$ cat config.mk
export PLATFORM = sky130hd
export DESIGN_NAME = flash_op_seq
export DESIGN_NICKNAME = d
export VERILOG_FILES = /design/src/rtl/flash_op_seq_pkg.sv /design/src/rtl/flash_op_seq_rdbuf.sv /design/src/rtl/flash_op_seq.sv
export SDC_FILE = /design/constraint.sdc
export NUM_CORES = 1
export LEC_CHECK = 0
export CORE_ASPECT_RATIO = 0.9
export CORE_MARGIN = 1.5
export CORE_UTILIZATION = 40
export DETAILED_ROUTE_END_ITERATION = 12
export MAX_ROUTING_LAYER = met4
export PLACE_DENSITY = 0.83
export SLEW_MARGIN = 20
export SYNTH_ARGS = -nofsm -noshare
export SYNTH_HDL_FRONTEND = slang
export SYNTH_SLANG_ARGS = --single-unit
$ cat constraint.sdc
create_clock -name clk_i -period 3.85 [get_ports clk_i]
set_clock_uncertainty 0.2 [all_clocks]
set_input_delay 0.5775 -clock clk_i [delete_from_list [all_inputs] [get_ports clk_i]]
set_output_delay 0.5775 -clock clk_i [all_outputs]
set_load 0.02 [all_outputs]
$ cat src/rtl/flash_op_seq_pkg.sv
// Shared types for the flash operation sequencer: op codes, FSM states and
// the address-width helper.
package flash_op_seq_pkg;

    typedef enum logic [1:0] {
        OpRead    = 2'd0,
        OpProg    = 2'd1,
        OpPgErase = 2'd2,
        OpBkErase = 2'd3
    } op_type_e;

    typedef enum logic [1:0] {
        StIdle  = 2'd0,
        StIssue = 2'd1,
        StWait  = 2'd2,
        StDone  = 2'd3
    } state_e;

    function automatic int unsigned addr_width(input int unsigned pages,
                                               input int unsigned words);
        return $clog2(pages) + $clog2(words);
    endfunction

endpackage

$ cat src/rtl/flash_op_seq_rdbuf.sv
// Single-entry read-data buffer between the flash primitive and the
// rd_valid/rd_ready consumer.
module flash_op_seq_rdbuf
    import flash_op_seq_pkg::*;
#(
    parameter int unsigned DataWidth = 32
) (
    input  logic                 clk_i,
    input  logic                 rst_i,
    input  logic                 push_i,
    input  logic [DataWidth-1:0] data_i,
    output logic                 valid_o,
    input  logic                 ready_i,
    output logic [DataWidth-1:0] data_o
);

    logic                 valid_q, valid_d;
    logic [DataWidth-1:0] data_q, data_d;

    // The sequencer never pushes while the entry is occupied.
    always_comb begin
        valid_d = valid_q;
        data_d  = data_q;
        if (valid_q && ready_i) begin
            valid_d = 1'b0;
        end
        if (push_i) begin
            valid_d = 1'b1;
            data_d  = data_i;
        end
    end

    always_ff @(posedge clk_i) begin
        if (rst_i) begin
            valid_q <= 1'b0;
            data_q  <= '0;
        end else begin
            valid_q <= valid_d;
            data_q  <= data_d;
        end
    end

    assign valid_o = valid_q;
    assign data_o  = data_q;

endmodule

$ cat src/rtl/flash_op_seq.sv
// Flash operation sequencer: splits READ/PROG/erase commands into primitive
// flash accesses. Optional WAIT watchdog enabled by FLASH_OP_SEQ_TIMEOUT_EN.
module flash_op_seq
    import flash_op_seq_pkg::*;
#(
    parameter  int unsigned PagesPerBank  = 256,
    parameter  int unsigned WordsPerPage  = 256,
    parameter  int unsigned DataWidth     = 32,
    parameter  int unsigned TimeoutCycles = 1024,
    localparam int unsigned AddrW         = addr_width(PagesPerBank, WordsPerPage),
    localparam int unsigned WordW         = $clog2(WordsPerPage),
    localparam int unsigned LenW          = WordW + 1
) (
    input  logic                 clk_i,
    input  logic                 rst_i,
    input  logic                 op_valid_i,
    output logic                 op_ready_o,
    input  logic [1:0]           op_type_i,
    input  logic [AddrW-1:0]     op_addr_i,
    input  logic [LenW-1:0]      op_len_i,
    input  logic                 prog_valid_i,
    output logic                 prog_ready_o,
    input  logic [DataWidth-1:0] prog_data_i,
    output logic                 rd_valid_o,
    input  logic                 rd_ready_i,
    output logic [DataWidth-1:0] rd_data_o,
    output logic                 op_done_o,
    output logic                 op_err_o,
    output logic                 flash_req_o,
    output logic                 flash_rd_o,
    output logic                 flash_prog_o,
    output logic                 flash_pg_erase_o,
    output logic                 flash_bk_erase_o,
    output logic [AddrW-1:0]     flash_addr_o,
    output logic [DataWidth-1:0] flash_prog_data_o,
    input  logic                 flash_rd_done_i,
    input  logic                 flash_prog_done_i,
    input  logic                 flash_erase_done_i,
    input  logic [DataWidth-1:0] flash_rd_data_i,
    input  logic                 flash_init_busy_i
);

    state_e               state_q, state_d;
    op_type_e             type_q, type_d;
    logic [AddrW-1:0]     addr_q, addr_d;
    logic [LenW-1:0]      cnt_q, cnt_d;
    logic                 err_q, err_d;
    logic                 have_q, have_d;
    logic [DataWidth-1:0] pdata_q, pdata_d;

    logic                 done_match, issue_go, tmo_expired, rdbuf_push, prog_overflow;
    logic [LenW:0]        span;

    // Word offset within the page plus the number of words to program.
    assign span = (LenW+1)'(op_addr_i[WordW-1:0]) + (LenW+1)'(op_len_i) + (LenW+1)'(1);
    assign prog_overflow = span > (LenW+1)'(WordsPerPage);

    always_comb begin
        case (type_q)
            OpRead:  done_match = flash_rd_done_i;
            OpProg:  done_match = flash_prog_done_i;
            default: done_match = flash_erase_done_i;
        endcase
    end

    always_comb begin
        case (type_q)
            OpRead:  issue_go = !rd_valid_o;
            OpProg:  issue_go = have_q;
            default: issue_go = 1'b1;
        endcase
    end

`ifdef FLASH_OP_SEQ_TIMEOUT_EN
    localparam int unsigned TmoW = $clog2(TimeoutCycles + 1);
    logic [TmoW-1:0] tmo_q, tmo_d;

    assign tmo_d       = (state_q == StWait && !done_match) ? tmo_q + TmoW'(1) : '0;
    assign tmo_expired = state_q == StWait && !done_match &&
                         tmo_q == TmoW'(TimeoutCycles - 1);

    always_ff @(posedge clk_i) begin
        if (rst_i) begin
            tmo_q <= '0;
        end else begin
            tmo_q <= tmo_d;
        end
    end
`else
    assign tmo_expired = 1'b0;
`endif

    assign op_ready_o        = state_q == StIdle && !flash_init_busy_i && !rst_i;
    assign prog_ready_o      = state_q == StIssue && type_q == OpProg && !have_q && prog_valid_i;
    assign flash_req_o       = (state_q == StIssue && issue_go) || state_q == StWait;
    assign flash_rd_o        = flash_req_o && type_q == OpRead;
    assign flash_prog_o      = flash_req_o && type_q == OpProg;
    assign flash_pg_erase_o  = flash_req_o && type_q == OpPgErase;
    assign flash_bk_erase_o  = flash_req_o && type_q == OpBkErase;
    assign flash_addr_o      = flash_req_o ? addr_q : '0;
    assign flash_prog_data_o = flash_prog_o ? pdata_q : '0;
    // A READ only completes once its last word has left the buffer.
    assign op_done_o         = state_q == StDone && !rd_valid_o;
    assign op_err_o          = op_done_o && err_q;
    assign rdbuf_push        = state_q == StWait && type_q == OpRead && flash_rd_done_i;

    always_comb begin
        state_d = state_q;
        type_d  = type_q;
        addr_d  = addr_q;
        cnt_d   = cnt_q;
        err_d   = err_q;
        have_d  = have_q;
        pdata_d = pdata_q;
        unique case (state_q)
            StIdle: begin
                if (op_valid_i && op_ready_o) begin
                    type_d = op_type_e'(op_type_i);
                    cnt_d  = op_len_i;
                    err_d  = 1'b0;
                    have_d = 1'b0;
                    addr_d = op_addr_i;
                    if (op_type_i == OpPgErase) begin
                        addr_d = {op_addr_i[AddrW-1:WordW], WordW'(0)};
                        cnt_d  = '0;
                    end else if (op_type_i == OpBkErase) begin
                        addr_d = '0;
                        cnt_d  = '0;
                    end
                    if (op_type_i == OpProg && prog_overflow) begin
                        err_d   = 1'b1;
                        state_d = StDone;
                    end else begin
                        state_d = StIssue;
                    end
                end
            end
            StIssue: begin
                if (prog_ready_o) begin
                    pdata_d = prog_data_i;
                    have_d  = 1'b1;
                end else if (issue_go) begin
                    have_d  = 1'b0;
                    state_d = StWait;
                end
            end
            StWait: begin
                if (done_match) begin
                    if (cnt_q != '0) begin
                        cnt_d   = cnt_q - LenW'(1);
                        addr_d  = addr_q + AddrW'(1);
                        state_d = StIssue;
                    end else begin
                        state_d = StDone;
                    end
                end else if (tmo_expired) begin
                    err_d   = 1'b1;
                    state_d = StDone;
                end
            end
            StDone: begin
                if (op_done_o) begin
                    state_d = StIdle;
                end
            end
            default: state_d = StIdle;
        endcase
    end

    always_ff @(posedge clk_i) begin
        if (rst_i) begin
            state_q <= StIdle;
            type_q  <= OpRead;
            addr_q  <= '0;
            cnt_q   <= '0;
            err_q   <= 1'b0;
            have_q  <= 1'b0;
            pdata_q <= '0;
        end else begin
            state_q <= state_d;
            type_q  <= type_d;
            addr_q  <= addr_d;
            cnt_q   <= cnt_d;
            err_q   <= err_d;
            have_q  <= have_d;
            pdata_q <= pdata_d;
        end
    end

    flash_op_seq_rdbuf #(
        .DataWidth(DataWidth)
    ) u_rdbuf (
        .clk_i  (clk_i),
        .rst_i  (rst_i),
        .push_i (rdbuf_push),
        .data_i (flash_rd_data_i),
        .valid_o(rd_valid_o),
        .ready_i(rd_ready_i),
        .data_o (rd_data_o)
    );

endmodule

# == Yosys cells after proc, flatten, opt, wreduce, memory -nomap -nowiden ==
# Index checks and enable logic that the tools add are counted.
# totals
ff_bits,96
latch_bits,0
ramBits,0
mem_bits_ro,0
n_memories,0
# classes
n_addsub,4
n_mul,0
div,0
n_lt_le_gt_ge,1
eq_ne,16
shift,0
n_mux,31
bitwise_logic,0
reduce_logical,33
# op_table
op,count
two-way mux 16 bit,6
two-way mux 9 bit,5
two-way mux 32 bit,1
one-hot mux 16 bit (2 select lines),1
one-hot mux 9 bit (2 select lines),1
logical AND 1 bit,17
adder 16 x 1 -> 16 bit (second input constant),1
two-way mux 2 bit,7
equality test 2 bit (second input constant),6
adder 10 x 1 -> 10 bit (second input constant),1
adder 8 x 9 -> 10 bit,1
greater-than comparator 10 x 9 -> 1 bit (second input constant),1
nonzero test 9 bit,1
subtractor 9 x 1 -> 9 bit (second input constant),1
inequality test 2 bit (second input constant),4
one-hot mux 2 bit (4 select lines),1
equality test 2 x 1 -> 1 bit (second input constant),3
two-way mux 1 bit,6
one-hot mux 1 bit (2 select lines),3
nonzero test 2 bit,3
AND reduction 5 bit,1
zero test 1 bit,4
zero test 2 bit,2
inequality test 2 x 1 -> 1 bit (second input constant),2
5 further kinds,6

# == Depth between registers and ports, before layout ==
# Gate-level depths: netlist (run 1).
# logic_depth
depth_word,7
mapped_depth,9
ltp_nobuf,9

# == Modules after synthesis ==
# A second synthesis (run 1) with hierarchy kept.
# hier_totals
cells_unflattened,633
hier_area_um2,4996.0
# by_module_without_submodules
module,instances,cells_each,area_per_inst_um2
flash_op_seq,1,525,3791.1
flash_op_seq_rdbuf,1,108,1204.9

# == Worst setup path after synthesis (run 1) ==
# Ideal clock, no wire load.
# synth_timing
path_kind,input to register
startpoint,input port op_addr_i[0]
endpoint,register err_q
setup_ps,70
arrival_time_ps,2298
required_time_ps,3580
slack_ps,1281
path_stages,9
path_buffers,0
cell_sequence,inv_1 ha_1 fa_1 nand2b_1 a21oi_1 o21ai_0 and4b_1 o41ai_1 o21bai_1
# synth_between
elab_chain_cells,5
# synth_rtl
item,line,rtl
from (decl),flash_op_seq.sv:19,"input logic [AddrW-1:0] op_addr_i,"
adder 8 x 9 -> 10 bit,flash_op_seq.sv:55,assign span = (LenW+1)'(op_addr_i[WordW-1:0]) + (LenW+1)'(op_len_i) + (LenW+1)'(1);
adder 10 x 1 -> 10 bit,flash_op_seq.sv:55,
greater-than comparator 10 x 9 -> 1 bit,flash_op_seq.sv:56,assign prog_overflow = span > (LenW+1)'(WordsPerPage);
logical AND 1 bit,flash_op_seq.sv:130,if (op_type_i == OpProg && prog_overflow) begin
two-way mux 1 bit,flash_op_seq.sv:130,
to (signal assigned),flash_op_seq.sv:184,err_q <= err_d;
to (decl),flash_op_seq.sv:47,"logic err_q, err_d;"
# Every way passes these cells.
# A chain may end at the register's enable or synchronous reset.

# == Worst setup path after layout (run 1) ==
# layout_timing
startpoint,register type_q[0]
endpoint,output port flash_prog_data_o[7]
# layout_between
elab_chain_cells,6
# layout_rtl
item,line,rtl
from (decl),flash_op_seq.sv:44,"op_type_e type_q, type_d;"
from (signal assigned),flash_op_seq.sv:173,type_q <= OpRead;
from (signal assigned),flash_op_seq.sv:181,type_q <= type_d;
equality test 2 x 1 -> 1 bit or zero test 2 bit (tied branches),"flash_op_seq.sv:67, flash_op_seq.sv:97",
one-hot mux 1 bit (2 select lines),flash_op_seq.sv:67,case (type_q)
logical AND 1 bit,flash_op_seq.sv:95,assign flash_req_o = (state_q == StIssue && issue_go) || state_q == StWait;
logical OR 1 bit,flash_op_seq.sv:95,
logical AND 1 bit *,flash_op_seq.sv:97,assign flash_prog_o = flash_req_o && type_q == OpProg;
two-way mux 32 bit *,flash_op_seq.sv:101,assign flash_prog_data_o = flash_prog_o ? pdata_q : '0;
to (decl),flash_op_seq.sv:35,"output logic [DataWidth-1:0] flash_prog_data_o,"
# Mark *: on every way between the ends. The rest lies on a longest branch, timed or not.

==> results.sh, run 1 <==
export IMPL_seq_area_sq_mm=0.00192
export IMPL_clock_sinks=96
export IMPL_antenna_found_initial=0
export IMPL_drtAntennaViolNets=0
export IMPL_crit_path_start_kind="register"
export IMPL_cp_slowest_cell="clkdlybuf4s50_1"
export IMPL_critical_path_depth=8
export IMPL_hp_class="register to register"
export IMPL_yosysMostFrequentCell="nand2_1"
export IMPL_power_uw=2560
export IMPL_synth_yosys_warnings=0
export IMPL_grt_overflow_total=0
export IMPL_setup_tns_ps=0
export IMPL_die_y_um=109
export IMPL_cts_tree="done"
export IMPL_max_vdd_ir_drop_uv=273
export IMPL_syn_to_final_growth_pct=45.6
export IMPL_synthXorXnorAreaFrac_pct=0.351
export IMPL_n_fill_cell=1125
export IMPL_maxSlewViolCount=0
export IMPL_diodes=0
export IMPL_rows=38
export IMPL_drive_gt1_share_pct=5.05
export IMPL_first_pass_iters=5
export IMPL_setup_violations=0
export IMPL_synth_area_leaders="dfxtp_1, nand2_1, a21oi_1, and2_1, clkbuf_1"
export IMPL_synth_ff_type="dfxtp_1"
export IMPL_ys_ff_latch=96
export IMPL_synthCells=664
export IMPL_ff2ff_path_depth=8
export IMPL_grt_start_max_net_pins=97
export IMPL_status="finished, final reports clean"
export IMPL_powerDensity_mw_per_mm2=351
export IMPL_ctsResizeCount=0
export IMPL_grt_pass1_wl_um=22400
export IMPL_wl_um=14300
export IMPL_synth_area_sq_mm=0.00499
export IMPL_layout_nets=941
export IMPL_postCtsSetupBuffers=0
export IMPL_max_stage_delay_ps=630
export IMPL_syn_avg_cell_area_sq_um=7.52
export IMPL_grt_pass1_vias=4651
export IMPL_multiInputGateArea_sq_mm=0.00280
export IMPL_start_util_pct=41.2
export IMPL_cp_num_buf_inv=3
export IMPL_drtIter0Drc=405
export IMPL_syn_nets=775
export IMPL_critPathCaptureType="primary output"
export IMPL_drc=0
export IMPL_crit_arrival_ps=2740
export IMPL_clk_latency_ps=330
export IMPL_path_cells="nand2b_1 > a21oi_1 > o21ai_1 > buf_4 > and3b_1 > buf_4 > and2_1 > clkdlybuf4s50_1"
export IMPL_leakagePower_uw=0.00258
export IMPL_synthTopCellsByCount="nand2_1, a21oi_1, dfxtp_1, and2_1, clkbuf_1"
export IMPL_dieWidth_um=121
export IMPL_clk_pin_slew_ps=60
export IMPL_track_usage_pct=21.9
export IMPL_numCtsBuffers=9
export IMPL_timing_final_crit_share_pct=91.3
export IMPL_max_freq_mhz=285
export IMPL_critical_path_most_common_cell="buf_4"
export IMPL_cts_buffer_depth=2
export IMPL_cp_max_fo=33
export IMPL_synth_compound_area_share_pct=24.1
export IMPL_ys_seq_area_share_pct=38.5
export IMPL_io_buffer_count=189
export IMPL_crit_required_ps=3070
export IMPL_routedWlPerCell_um=14.4
export IMPL_routabilityCongestion=0.915
export IMPL_synth_top_family_by_area="simple AND/OR/NAND/NOR gates"
export IMPL_tightest_slew_ps=1050
export IMPL_via_per_inst=5.16
export IMPL_die_area_sq_mm=0.0132
export IMPL_synthAdderAreaFrac_pct=2.91
export IMPL_worst_path_dominant_cell_family="buffers and inverters"
export IMPL_synth_distinct_cells=65
export IMPL_io_pins=190
export IMPL_core_area_sq_mm=0.0121
export IMPL_dpl_hpwl_um=10200
export IMPL_crit_type="register to primary output"
export IMPL_yosys_area_share_simple_pct=28.0
export IMPL_cts_max_level=3
export IMPL_synthMuxAreaShare_pct=0.626
export IMPL_fin_crit_ps=3510
export IMPL_rsz0062_at_grt="no"
export IMPL_fin_ws_ps=336
export IMPL_postSynth_asyncResetShare_pct=0
export IMPL_preCtsSetupSlack_ps=573
export IMPL_synth_top_cell_area_share_pct=38.5
export IMPL_vias=5123
export IMPL_hold_buffers=0
export IMPL_final_hold_worst_slack_ps=249
export IMPL_synth_edf_count=0
export IMPL_hold_viol=0
export IMPL_synth_largest_area_cell="dfxtp_1"
export IMPL_slew_limit_headroom_pct=29.8
export IMPL_drv_cap=0
export IMPL_cts_root_buf="clkbuf_16"
export IMPL_holdPathStages=2
final timing paths:
kind                      startpoint                      end  slack, ps
min reg2reg  pdata_q[4]$_SDFFE_PP0P_  pdata_q[4]$_SDFFE_PP0P_        250
max           type_q[0]$_SDFFE_PP0P_     flash_prog_data_o[7]        340
max reg2reg    cnt_q[0]$_SDFFE_PP0P_  addr_q[14]$_SDFFE_PP0P_       1090
min          pdata_q[4]$_SDFFE_PP0P_  pdata_q[4]$_SDFFE_PP0P_        250
where the power goes:
part / total, uW / internal, uW / switching [uW] / leakage (uW)
combinational: 539 / 260 / 279 / 0.00166
sequential: 1070 / 1030 / 37.2 / 0.000776
clock: 948 / 578 / 371 / 0.000150
total: 2560 / 1870 / 687 / 0.00258
per-layer routing:
| layer | routed length (um) | GRT usage [%] |
|---|---|---|
| met4 | 319 | 8.66 |
| met5 | 0 | - |
| met2 | 6560 | 34.5 |
| met3 | 1200 | 5.18 |
| met1 | 6240 | 27.4 |
cells in the final DEF (no fill, tap or decap), drive strengths merged, types with 3 or more instances in the layout:
master         instances
a211oi                13
a21oi                107
a221oi                 5
a22oi                  4
a31o                   4
a31oi                  3
and2                  51
and3                   8
buf                   11
clkbuf                10
clkdlybuf4s50        188
dfxtp                 96
ha                    10
inv                   19
nand2                149
nand2b                 7
nand3                 11
nand4                  3
nor2                  36
nor2b                  3
nor3                   9
nor4                   3
o211ai                 3
o21a                   4
o21ai                 27
o21bai                 3
area by class of cell:
type / instances / share of cell area (%)
repair buffers: 199 / 27.0
inverters: 20 / 1.03
flip-flops and latches: 96 / 26.4
multi-input cells: 504 / 38.5
well taps: 160 / 2.75
clock inverters: 3 / 0.946
clock buffers: 10 / 3.29
flip-flops by register name, summed over array words and instances, names as in the netlist:
| signal | count |
|---|---|
| state_q | 2 |
| u_rdbuf.data_o | 32 |
| cnt_q | 9 |
| type_q | 2 |
| pdata_q | 32 |
| u_rdbuf.valid_o | 1 |
| have_q | 1 |
| addr_q | 16 |
| err_q | 1 |
kinds of logic after synthesis:
kind of cell | count (synthesis)
simple gates | 292
flops | 96
xor+xnor | 2
mux | 3
compound gates | 196
buf+inv | 64
fa+ha+maj | 11
per-stage QoR:
step / std cells / utilization, % / area, sq um
floorplan: 664 / - / 4990
global placement: 979 / 57.4 / 6960
detailed placement: 979 / 57.4 / 6960
CTS: 992 / 59.9 / 7260
global route: 992 / 60.0 / 7270
finish: 992 / 60.0 / 7270
worst min-delay path: cells and delay by family, from the launching register on:
family | cells | cell delay (ps)
AND/OR/NAND/NOR | 1 | 50
AO/OA/AOI/OAI | 1 | 50
flip-flops | 1 | 300
Note: power is estimated with default switching activity, not from simulation.
==> run 2, diff against run 1 <==
- CORE_MARGIN: 1.5 -> not set
==> run 2 against run 1 <==
  * Die area shrank 1.7%
  * Critical path depth is the same
  * Cell count grew 0.30%
  * Sequential cell count is the same
  * Sequential power is essentially flat
  * Combinational power grew 0.9%
  * Utilization shrank 0.19 points
  * Count of clock-buffer cells in the layout grew 2
  * Clock power shrank 8.4%
  * Critical path type unchanged
  * Largest power group unchanged
==> results.sh, run 2 (synthesis gave the netlist of run 1 again) <==
export IMPL_grt_overflow_total=0
export IMPL_io_buffer_count=189
export IMPL_place_inst=979
export IMPL_critPathCaptureType="primary output"
export IMPL_die_area_sq_mm=0.0129
export IMPL_track_usage_pct=23.2
export IMPL_grt_start_max_net_pins=75
export IMPL_drv_cap=0
export IMPL_postCtsSetupBuffers=0
export IMPL_dpl_hpwl_um=10300
export IMPL_setup_violations=0
export IMPL_hold_viol=0
export IMPL_diodes=0
export IMPL_io_pins=190
export IMPL_syn_to_final_growth_pct=45.2
export IMPL_fin_ws_ps=351
export IMPL_grt_pass1_vias=4810
export IMPL_vias=5216
export IMPL_start_util_pct=41.2
export IMPL_critical_path_most_common_cell="buf_4"
export IMPL_seq_power_share_pct=43.0
export IMPL_first_pass_iters=7
export IMPL_crit_arrival_ps=2720
export IMPL_antenna_found_initial=0
export IMPL_clock_power_share_pct=35.0
export IMPL_setup_tns_ps=0
export IMPL_cts_tree="done"
export IMPL_p_int_uw=1770
export IMPL_rows=38
export IMPL_cp_slowest_cell="clkdlybuf4s50_1"
export IMPL_cp_max_fo=33
export IMPL_wl_met2_um=6780
export IMPL_crit_type="register to primary output"
export IMPL_final_common_cell="clkdlybuf4s50_1"
export IMPL_cp_num_buf_inv=3
export IMPL_numCtsBuffers=9
export IMPL_p_comb_share_pct=21.9
export IMPL_worst_path_dominant_cell_family="buffers and inverters"
export IMPL_tightest_slew_ps=816
export IMPL_crit_path_start_kind="register"
export IMPL_netSwitchingPower_uw=713
export IMPL_die_y_um=108
export IMPL_drive_gt1_share_pct=5.27
export IMPL_layout_nets=941
export IMPL_clk_latency_ps=340
export IMPL_powerDensity_mw_per_mm2=342
export IMPL_wl_met1_um=6620
export IMPL_wl_met3_um=918
export IMPL_hp_class="register to register"
export IMPL_cts_root_buf="clkbuf_16"
export IMPL_via_per_inst=5.24
export IMPL_grt_pass1_wl_um=23400
export IMPL_final_cell_mix="clkdlybuf4s50_1, nand2_1, a21oi_1, dfxtp_1, and2_1"
export IMPL_wl_um=14500
export IMPL_max_vdd_ir_drop_uv=350
export IMPL_rsz0062_at_grt="no"
export IMPL_clk_pin_slew_ps=70
export IMPL_ctsResizeCount=0
export IMPL_max_freq_mhz=286
export IMPL_switching_share_pct=28.8
export IMPL_hold_buffers=0
export IMPL_fin_crit_ps=3500
export IMPL_path_cells="nand2b_1 > a21oi_1 > o21ai_1 > buf_4 > and3b_1 > buf_4 > and2_1 > clkdlybuf4s50_1"
export IMPL_drtIter0Drc=418
export IMPL_timing_final_crit_share_pct=90.9
export IMPL_slew_limit_headroom_pct=45.6
export IMPL_crit_required_ps=3070
export IMPL_cts_buffer_depth=2
export IMPL_dpl_instance_area_sq_mm=0.00696
export IMPL_routedWlPerCell_um=14.6
export IMPL_dieWidth_um=120
export IMPL_status="finished, final reports clean"
export IMPL_maxSlewViolCount=0
export IMPL_route_top_layer_used="met4"
export IMPL_max_stage_delay_ps=610
export IMPL_preCtsSetupSlack_ps=609
export IMPL_clock_sinks=96
export IMPL_routabilityCongestion=0.909
export IMPL_drtAntennaViolNets=0
export IMPL_stdcell_area_sq_mm=0.00725
export IMPL_drc=0
export IMPL_cts_max_level=3
export IMPL_final_cell_count_no_fill=995
export IMPL_leakagePower_uw=0.00257
export IMPL_core_area_sq_mm=0.0121
export IMPL_power_uw=2480
## run 2: path summary, 6_finish.rpt
| check | from | endpoint | slack, ps | cells past startpoint |
|---|---|---|---|---|
| max | type_q[0]$_SDFFE_PP0P_ | flash_prog_data_o[8] | 350 | 8 |
| max reg2reg | state_q[1]$_SDFFE_PP0P_ | cnt_q[2]$_SDFFE_PP0P_ | 1140 | 8 |
| min | pdata_q[6]$_SDFFE_PP0P_ | pdata_q[6]$_SDFFE_PP0P_ | 250 | 2 |
| min reg2reg | pdata_q[6]$_SDFFE_PP0P_ | pdata_q[6]$_SDFFE_PP0P_ | 250 | 2 |
## run 2: cell type report
cell class	count	area, sq um
inverter	20	75.1
fill	1098	4870
sequential	96	1920
tap	160	200
multi-input combinational	504	2800
clock inverter	4	28.8
clock buffer	12	256
timing repair buffer	199	1960
## run 2: power groups by stage
stage | combinational (uW) | clock (uW) | sequential [uW]
after floorplan | 300 | 0 | 1100
after global placement | 530 | 0 | 1090
after detailed placement | 534 | 0 | 1090
after CTS | 538 | 886 | 1070
after global routing | 592 | 929 | 1070
final | 544 | 868 | 1070
## run 2: layer usage
layer	vias to the layer above	global-route usage, %
met3	19	5.06
met1	2385	30.0
met5	-	-
met4	0	7.41
li1	2616	-
met2	196	36.1
## run 2: worst reg2reg max path: stages (launching register included)
cell and delay (ps):
dfxtp_1 390, buf_4 260, nor2b_1 160, buf_4 250
o211ai_1 220, o21ai_4 630, o21ai_0 210, a2bb2oi_1 190
nor2_1 50
## run 2: per-stage QoR
step                      hold slack (ps)  utilization (%)
after global placement                237             57.4
after CTS                             251             59.7
after detailed placement              242             57.4
after global routing                  268             59.8
final                                 250             59.8
after floorplan                       232                -
==> run 3, diff against run 2 <==
- CAP_MARGIN: not set -> 20
==> results of run 3 <==
Same layout as run 2: the final DEF is identical, and so are final timing and power.
